**config.mk**
```make
export PLATFORM = sky130hd
export DESIGN_NAME = tlul_host_adapter_flat
export DESIGN_NICKNAME = d
export VERILOG_FILES = /design/src/rtl/tlul_host_adapter_pkg.sv /design/src/rtl/tlul_host_adapter_if.sv /design/src/rtl/tlul_host_adapter_dir.sv /design/src/rtl/tlul_host_adapter.sv /design/src/flat_wrapper.sv
export SDC_FILE = /design/constraint.sdc
export NUM_CORES = 1
export LEC_CHECK = 0
export BUFFER_PORTS_ARGS = -buffer_cell sky130_fd_sc_hd__buf_2
export CORE_AREA = 5 5 92 94
export CTS_CLUSTER_SIZE = 25
export DETAILED_ROUTE_END_ITERATION = 16
export DIE_AREA = 0 0 97 99
export PLACE_DENSITY = 0.79
export SYNTH_ARGS = -nofsm -noshare
export SYNTH_HDL_FRONTEND = slang
export SYNTH_SLANG_ARGS = --single-unit
```
**constraint.sdc**
```tcl
create_clock -name clk_i -period 1.9 [get_ports clk_i]
set_clock_uncertainty 0.05 [all_clocks]
set_input_delay 0.475 -clock clk_i [delete_from_list [all_inputs] [get_ports clk_i]]
set_output_delay 0.475 -clock clk_i [all_outputs]
set_load 0.05 [all_outputs]
```
**src/rtl/tlul_host_adapter_pkg.sv**
```systemverilog
// Shared TL-UL types and helpers for the host adapter slice.
// Holds the A/D channel structs, opcode enums, the word-size constant and
// the vbits() width helper used to size counters and pointers.
package tlul_host_adapter_pkg;

  localparam int unsigned TL_AW  = 32;
  localparam int unsigned TL_DW  = 32;
  localparam int unsigned TL_AIW = 8;
  localparam int unsigned TL_DIW = 1;
  localparam int unsigned TL_DBW = TL_DW / 8;
  localparam int unsigned TL_SZW = 2;

  localparam logic [TL_SZW-1:0] TL_SZ_WORD = TL_SZW'(2);

  typedef enum logic [2:0] {
    PutFullData    = 3'h0,
    PutPartialData = 3'h1,
    Get            = 3'h4
  } tl_a_m_op;

  typedef enum logic [2:0] {
    AccessAck     = 3'h0,
    AccessAckData = 3'h1
  } tl_d_m_op;

  typedef struct packed {
    logic                a_valid;
    tl_a_m_op            a_opcode;
    logic [2:0]          a_param;
    logic [TL_SZW-1:0]   a_size;
    logic [TL_AIW-1:0]   a_source;
    logic [TL_AW-1:0]    a_address;
    logic [TL_DBW-1:0]   a_mask;
    logic [TL_DW-1:0]    a_data;
    logic                d_ready;
  } tl_h2d_t;

  typedef struct packed {
    logic                d_valid;
    tl_d_m_op            d_opcode;
    logic [2:0]          d_param;
    logic [TL_SZW-1:0]   d_size;
    logic [TL_AIW-1:0]   d_source;
    logic [TL_DIW-1:0]   d_sink;
    logic [TL_DW-1:0]    d_data;
    logic                d_error;
    logic                a_ready;
  } tl_d2h_t;

  // Bits needed to hold values 0..value-1; never less than one.
  function automatic int unsigned vbits(input int unsigned value);
    return (value <= 1) ? 1 : $clog2(value);
  endfunction

endpackage

```
**src/rtl/tlul_host_adapter_if.sv**
```systemverilog
// Core-side memory port: req/gnt request handshake plus rvalid response.
// Signal suffixes are from the adapter's point of view.
//   master : the core (drives req/we/addr/be/wdata)
//   slave  : the adapter (drives gnt/rvalid/rdata/err)
interface tlul_host_adapter_if;
  import tlul_host_adapter_pkg::*;

  logic              req_i;
  logic              gnt_o;
  logic              we_i;
  logic [TL_AW-1:0]  addr_i;
  logic [TL_DBW-1:0] be_i;
  logic [TL_DW-1:0]  wdata_i;
  logic              rvalid_o;
  logic [TL_DW-1:0]  rdata_o;
  logic              err_o;

  modport master (
    output req_i, we_i, addr_i, be_i, wdata_i,
    input  gnt_o, rvalid_o, rdata_o, err_o
  );

  modport slave (
    input  req_i, we_i, addr_i, be_i, wdata_i,
    output gnt_o, rvalid_o, rdata_o, err_o
  );

endinterface

```
**src/rtl/tlul_host_adapter_dir.sv**
```systemverilog
// tlul_dir_fifo: 1-bit fall-through FIFO holding the write/read direction of
// each outstanding request, so the D beat opcode can be checked in order.
// Ports:
//   clk_i, rst_i : clock, synchronous active-high reset
//   push_i       : store wdata_i at the tail
//   wdata_i      : direction bit (1 = write)
//   pop_i        : drop the head entry
//   rdata_o      : head entry, valid whenever the FIFO is non-empty
// The owner never pushes when full nor pops when empty.
module tlul_dir_fifo import tlul_host_adapter_pkg::*; #(
  parameter int unsigned Depth = 2
) (
  input  logic clk_i,
  input  logic rst_i,
  input  logic push_i,
  input  logic wdata_i,
  input  logic pop_i,
  output logic rdata_o
);

  localparam int unsigned PtrW = vbits(Depth);

  logic [Depth-1:0] mem_q, mem_d;
  logic [PtrW-1:0]  wptr_q, wptr_d;
  logic [PtrW-1:0]  rptr_q, rptr_d;

  function automatic logic [PtrW-1:0] ptr_inc(input logic [PtrW-1:0] p);
    return (p == PtrW'(Depth - 1)) ? '0 : p + PtrW'(1);
  endfunction

  always_comb begin
    mem_d  = mem_q;
    wptr_d = wptr_q;
    rptr_d = rptr_q;
    if (push_i) begin
      mem_d[wptr_q] = wdata_i;
      wptr_d        = ptr_inc(wptr_q);
    end
    if (pop_i) begin
      rptr_d = ptr_inc(rptr_q);
    end
  end

  always_ff @(posedge clk_i) begin
    if (rst_i) begin
      mem_q  <= '0;
      wptr_q <= '0;
      rptr_q <= '0;
    end else begin
      mem_q  <= mem_d;
      wptr_q <= wptr_d;
      rptr_q <= rptr_d;
    end
  end

  assign rdata_o = mem_q[rptr_q];

endmodule

```
**src/rtl/tlul_host_adapter.sv**
```systemverilog
// TL-UL host adapter: converts a core req/gnt/rvalid port into TL-UL A-channel
// requests and returns D-channel responses to the core in request order.
// Ports:
//   clk_i, rst_i : clock, synchronous active-high reset
//   core_io      : core-side port (slave modport)
//   tl_o         : A-channel request and d_ready
//   tl_i         : D-channel response and a_ready
// Misaligned requests are answered locally with an error and never issued.
module tlul_host_adapter import tlul_host_adapter_pkg::*; #(
  parameter int unsigned       MAX_REQS  = 2,
  parameter logic [TL_AIW-1:0] SOURCE_ID = 8'h00
) (
  input  logic                      clk_i,
  input  logic                      rst_i,
  tlul_host_adapter_if.slave        core_io,
  output tl_h2d_t                   tl_o,
  input  tl_d2h_t                   tl_i
);

  localparam int unsigned CntW = vbits(MAX_REQS + 1);

  logic [CntW-1:0]  cnt_q, cnt_d;
  logic             lerr_q;
  logic             rvalid_q, rvalid_d;
  logic [TL_DW-1:0] rdata_q, rdata_d;
  logic             err_q, err_d;

  logic aligned, bus_valid, bus_gnt, local_gnt, d_exp, head_we, d_err;

  assign aligned   = (core_io.addr_i[1:0] == 2'b00);
  assign bus_valid = core_io.req_i & aligned & (cnt_q < CntW'(MAX_REQS)) & ~rst_i;
  assign bus_gnt   = bus_valid & tl_i.a_ready;
  // Local errors wait for the bus to drain so responses stay in order.
  assign local_gnt = core_io.req_i & ~aligned & (cnt_q == '0) & ~lerr_q & ~tl_i.d_valid & ~rst_i;
  assign d_exp     = tl_i.d_valid & (cnt_q != '0);

  assign core_io.gnt_o = bus_gnt | local_gnt;

  always_comb begin
    tl_o           = '0;
    tl_o.a_valid   = bus_valid;
    if (!core_io.we_i) begin
      tl_o.a_opcode = Get;
    end else if (core_io.be_i == 4'hF) begin
      tl_o.a_opcode = PutFullData;
    end else begin
      tl_o.a_opcode = PutPartialData;
    end
    tl_o.a_param   = 3'b000;
    tl_o.a_size    = TL_SZ_WORD;
    tl_o.a_source  = SOURCE_ID;
    tl_o.a_address = {core_io.addr_i[31:2], 2'b00};
    tl_o.a_mask    = core_io.we_i ? core_io.be_i : 4'hF;
    tl_o.a_data    = core_io.wdata_i;
    tl_o.d_ready   = 1'b1;
  end

  tlul_dir_fifo #(
    .Depth (MAX_REQS)
  ) u_dir_fifo (
    .clk_i   (clk_i),
    .rst_i   (rst_i),
    .push_i  (bus_gnt),
    .wdata_i (core_io.we_i),
    .pop_i   (d_exp),
    .rdata_o (head_we)
  );

  // Writes expect AccessAck, reads AccessAckData.
  assign d_err = tl_i.d_error | (tl_i.d_source != SOURCE_ID) |
                 (head_we ? (tl_i.d_opcode != AccessAck) : (tl_i.d_opcode != AccessAckData));

  always_comb begin
    cnt_d = cnt_q;
    if (bus_gnt && !d_exp) begin
      cnt_d = cnt_q + CntW'(1);
    end else if (!bus_gnt && d_exp) begin
      cnt_d = cnt_q - CntW'(1);
    end
  end

  always_comb begin
    rvalid_d = d_exp | local_gnt;
    rdata_d  = rdata_q;
    err_d    = err_q;
    if (d_exp) begin
      rdata_d = head_we ? '0 : tl_i.d_data;
      err_d   = d_err;
    end else if (local_gnt) begin
      rdata_d = '0;
      err_d   = 1'b1;
    end
  end

  always_ff @(posedge clk_i) begin
    if (rst_i) begin
      cnt_q    <= '0;
      lerr_q   <= 1'b0;
      rvalid_q <= 1'b0;
      rdata_q  <= '0;
      err_q    <= 1'b0;
    end else begin
      cnt_q    <= cnt_d;
      lerr_q   <= local_gnt;
      rvalid_q <= rvalid_d;
      rdata_q  <= rdata_d;
      err_q    <= err_d;
    end
  end

  assign core_io.rvalid_o = rvalid_q;
  assign core_io.rdata_o  = rdata_q;
  assign core_io.err_o    = err_q;

  logic unused_d;
  assign unused_d = ^{tl_i.d_param, tl_i.d_size, tl_i.d_sink};

endmodule

```
**src/flat_wrapper.sv**
```systemverilog
// flat-port wrapper written by rule: the top's interface ports become plain ports
module tlul_host_adapter_flat import tlul_host_adapter_pkg::*;
#(
  parameter int unsigned       MAX_REQS  = 2,
  parameter logic [TL_AIW-1:0] SOURCE_ID = 8'h00
)
  (clk_i, rst_i, tl_o, tl_i, core_io_req_i, core_io_we_i, core_io_addr_i, core_io_be_i, core_io_wdata_i, core_io_gnt_o, core_io_rvalid_o, core_io_rdata_o, core_io_err_o);
  tlul_host_adapter_if core_io_i ();
  input  logic clk_i;
  input  logic rst_i;
  output tl_h2d_t tl_o;
  input  tl_d2h_t tl_i;
  input wire logic [$bits(core_io_i.req_i)-1:0] core_io_req_i;
  input wire logic [$bits(core_io_i.we_i)-1:0] core_io_we_i;
  input wire logic [$bits(core_io_i.addr_i)-1:0] core_io_addr_i;
  input wire logic [$bits(core_io_i.be_i)-1:0] core_io_be_i;
  input wire logic [$bits(core_io_i.wdata_i)-1:0] core_io_wdata_i;
  output wire logic [$bits(core_io_i.gnt_o)-1:0] core_io_gnt_o;
  output wire logic [$bits(core_io_i.rvalid_o)-1:0] core_io_rvalid_o;
  output wire logic [$bits(core_io_i.rdata_o)-1:0] core_io_rdata_o;
  output wire logic [$bits(core_io_i.err_o)-1:0] core_io_err_o;
  assign core_io_i.req_i = core_io_req_i;
  assign core_io_i.we_i = core_io_we_i;
  assign core_io_i.addr_i = core_io_addr_i;
  assign core_io_i.be_i = core_io_be_i;
  assign core_io_i.wdata_i = core_io_wdata_i;
  assign core_io_gnt_o = core_io_i.gnt_o;
  assign core_io_rvalid_o = core_io_i.rvalid_o;
  assign core_io_rdata_o = core_io_i.rdata_o;
  assign core_io_err_o = core_io_i.err_o;
  tlul_host_adapter #(.MAX_REQS(MAX_REQS), .SOURCE_ID(SOURCE_ID)) u_core (.clk_i(clk_i), .rst_i(rst_i), .core_io(core_io_i), .tl_o(tl_o), .tl_i(tl_i));
endmodule
```
After elaboration in Yosys (flattened, before gate mapping) --
Cells that the tools add are included.
Cells by class: add/subtract/negate cells 4, $lt $le $gt $ge 4, eq/ne operators 2, multiplexer cells 18, bitwise logic cells 18, reduce and logical (&&, ||, !) cells 12
Operators by type and width (number):
- 32-bit two-way mux | 3
- 1-bit bitwise AND | 10
- 1-bit two-way mux | 9
- 8-bit nonzero test | 1
- 2-bit nonzero test | 3
- 4-bit == test, second input constant | 1
- 2-bit logical NOT | 2
- 1-bit by 2-bit less-than comparator with 1-bit output, second input constant | 2
- 2-bit two-way mux | 2
- 4-bit two-way mux | 1
- 1-bit NOT | 4
- 1-bit OR | 4
- 1-bit logical AND | 3
- 3-bit two-way mux | 1
- 3-bit by 1-bit != test with 1-bit output, second input constant | 1
- 3-bit nonzero test | 1
- 1-bit adder, second input constant | 2
- 2-bit by 1-bit adder with 2-bit output, second input constant | 1
- 2-bit bitwise mux | 1
- 1-bit logical NOT | 2
- 2-bit less-than comparator, second input constant | 1
- 2-bit by 1-bit subtractor with 2-bit output, second input constant | 1
- 1-bit demux with 1-bit select | 1
- 1-bit greater-or-equal comparator, second input constant | 1
Word-level totals: register bits after elaboration 41, bits of input ports 124, output and inout port bits 121, word-level logic and storage cells 66

Longest topological paths before layout --
depth in word-level cells 9, gate-level depth with buffers 8, gate-level depth less buffers 7

Cells and area by module --
Synthesis repeated with hierarchy kept, for this count alone.
Unflattened totals: cells, all modules 207, area, all modules 2127.0 um2
By module, submodules not included:
- tlul_host_adapter | instances 1, cells an instance 191, area an instance 1958.1 um2, seq. area each 740.7 um2
- tlul_dir_fifo | instances 1, cells an instance 16, area an instance 168.9 um2, seq. area each 80.1 um2

Worst setup path after synthesis --
No wires, ideal clock.
path kind input -> output, from input port core_io_we_i, to output port tl_o[82] in the netlist's numbering, arrival time 1.586 ns, data required time 1.375 ns, path slack -0.211 ns, cell stages on the path 2, buffers on the path 0, path through inv_1 > a41oi_1
RTL lines:
- start: declaration | RTL line flat_wrapper.sv:14 | input wire logic [$bits(core_io_i.we_i)-1:0] core_io_we_i;
- end: declaration | RTL line flat_wrapper.sv:11 | output tl_h2d_t tl_o;

==> results.yml <==
global_routing:
  antenna_found_initial: 0
  met1_usage_pct: 10.08
  met2_usage_pct: 17.04
  grt_usage_pct: 9.763
  grt_pass1_vias: 1567
  busiest_layer: "met2"
  grt_overflow_total: 0
  grt_max_degree: 33
  met3_usage_pct: 4.034
  grt_pass1_wl_um: 7693
floorplanning:
  num_rows: 32
  dieArea_um2: 9603
  coreArea_um2: 7567
  start_util_pct: 27.48
  die_h_um: 99
  die_w_um: 97
  ioPinCount: 245
layout:
  nNetsFinal: 383
  drive_gt1_share_pct: 50.58
  layout_commonest_cell: "buf_2"
  fin_area_um2: 2446
  final_cell_mix: "95 x buf_2, 40 x dfxtp_1, 32 x a22o_1"
  syn_to_final_growth_pct: 17.63
  n_antenna_cell: 0
  fin_util_pct: 32.32
detailed_routing:
  drt_iter0_drc: 22
  drcViolationCount: 0
  antenna_left: 0
  via_count: 1545
  vias_per_cell: 4.280
  drt-pass1-iter-count: 4
  wl_um: 5186
  avgRoutedWirePerCell_um: 14.37
sta:
  finalHoldViolations: 0
  tns_ps: 0
  drv_slew: 0
  max_freq_mhz: 531.1
  post-route-period-util_pct: 99.10
  rsz0062_at_grt: "true"
  finalSetupViolCount: 0
  period_needed_ps: 1883
  whs_ps: 352.8
clock_network:
  cts_root_buffer: "clkbuf_8"
  cts_buffer_depth: 2
  insertion_delay_ps: 290
  clkTransAtPathRegs_ps: 90
  cts_buffers: 5
  htreeDepth: 2
  tritoncts: "built"
  cts.sinks: 41
logic_synthesis:
  synth_cell_types: 34
  avgSynthCellArea_um2: 9.763
  syn_inst: 213
  ys_ff_latch: 41
  yosysSeqAreaShare_pct: 39.47
  ys_warn_count: 0
  syn-cell-area_um2: 2079
place:
  place_area_um2: 2257
  gp_congestion: 0.7513
  dpl.hpwl_um: 4031
  portBuffers: 97
setup_path:
  worst_ep_arrival_time_ps: 1360
  rrSetupSlack_ps: 250
  timing.rr.start: "u_core.cnt_q[1]"
  crit_path_max_fanout: 6
  rr_worst_depth: 4
  path_class: "reg2out"
  critPathLaunchType: "register"
  crit_path_end_kind: "output port"
  r2r-end: "u_core.u_dir_fifo.mem_q[1]"
  cp.required_ps: 1370
job:
  cap_violations: 0
power_and_ir_drop:
  peakVddDrop_v: 0.0003592
  powerDensity_nw_per_um2: 1164
  fin_total_pwr_w: 0.002847
  p_leak_nw: 1.208
hold_path:
  whs_endpoint: "u_core.core_io.rdata_o[24]"
  holdCritStartpoint: "tl_i[26]"
  hold_path_class: "in2reg"
  whs_path_depth: 2
run_status:
  outcome: "complete, no violations"
[layer usage]
layer,vias to the layer above,share of wire (%)
li1,729,-
met1,707,37
met2,85,51
met3,24,9.5
met4,0,2.8
met5,-,0
[worst max-delay path by stage]
| stage | startpoint | end | slack [ps] |
|---|---|---|---|
| floorplan | rst_i | u_core.cnt_q[1] | -10 |
| global placement | rst_i | tl_o[85] | -10 |
| detailed placement | rst_i | tl_o[85] | -20 |
| CTS | u_core.cnt_q[1] | core_io_gnt_o | 8 |
| global route | u_core.cnt_q[1] | tl_o[85] | -40 |
| finish | u_core.cnt_q[1] | tl_o[85] | 20 |
[flip-flops by register name (all words and copies together), names as in the netlist]
| signal | flops |
|---|---|
| u_core.core_io.rdata_o | 32 |
| u_core.cnt_q | 2 |
| u_core.u_dir_fifo.mem_q | 2 |
| u_core.core_io.err_o | 1 |
| u_core.core_io.rvalid_o | 1 |
| u_core.lerr_q | 1 |
| u_core.u_dir_fifo.rptr_q | 1 |
| u_core.u_dir_fifo.wptr_q | 1 |
[cells in the mapped netlist]
master,instances,area (um^2)
nor2_1,5,18.77
or2_2,1,6.260
nor4_1,2,12.51
buf_4,80,600.6
dfxtp_1,41,820.8
a21oi_1,4,20.02
and4_1,1,8.760
or4_1,1,7.510
a41oi_1,1,8.760
nor3b_1,1,7.510
ha_1,1,12.51
o21ai_0,1,5.000
xor2_1,2,17.52
o31ai_1,1,7.510
nand2b_1,5,31.28
a221oi_1,1,8.760
nand2_1,2,7.510
inv_2,1,3.750
a311oi_2,1,15.01
a22o_1,32,280.3
or3b_1,1,8.760
buf_2,7,35.03
mux2i_1,2,20.02
conb_1,2,7.510
o21a_2,1,8.760
nand4_1,1,6.260
nor3b_2,1,12.51
inv_1,4,15.01
or3_1,1,6.260
nand3_1,2,10.01
nor2b_1,2,12.51
a31o_2,1,8.760
nor3_1,2,10.01
xnor2_1,2,17.52
[worst max-delay path: stages, from the launching register on]
cell and delay (ps):
dfxtp_4 370, or3b_4 400, nor2_4 140, buf_8 150
[power breakdown]
group | leakage, nW | switching [W] | internal (W)
Clock | 0.0681 | 0.000300 | 0.000522
Sequential | 0.333 | 0.0000721 | 0.000975
Combinational | 0.807 | 0.000673 | 0.000305
Total | 1.21 | 0.00105 | 0.00180
[cell families after synthesis]
logic type / synth area share [%]
xor gates and xnor gates: 1.685
adders and majority gates: 0.6016
and+or+nand+nor: 8.003
AOI/OAI and AO/OA: 17.45
other: 0.3611
buffers and inverters: 31.47
muxes: 0.9627
DFF: 39.47
[timing repair]
item / 4_1_cts / 5_1_grt
setup endpoints to repair: 2 / 2
hold buffers: 0 / 0
endpoints found under the hold margin: 0 / 0
pin swaps: 0 / 3
resized for setup: 7 / 5
setup buffers: 0 / 2
[per-stage QoR]
step / setup WS [ps] / std cells
after floorplan: -9.803 / 228
after global placement: -12.82 / 351
after detailed placement: -23.40 / 351
after CTS: 7.818 / 359
after global routing: -38.36 / 361
final: 17.02 / 361
[final cells by class]
cell class	instances	area (um^2)
sequential	41	824.5
clock buffer	5	68.82
multi-input combinational	95	716.9
clock inverter	3	65.06
inverter	5	18.77
fill	774	5121
tap	102	127.6
timing repair buffer	110	624.3
Power figures use the tool's default switching activity.
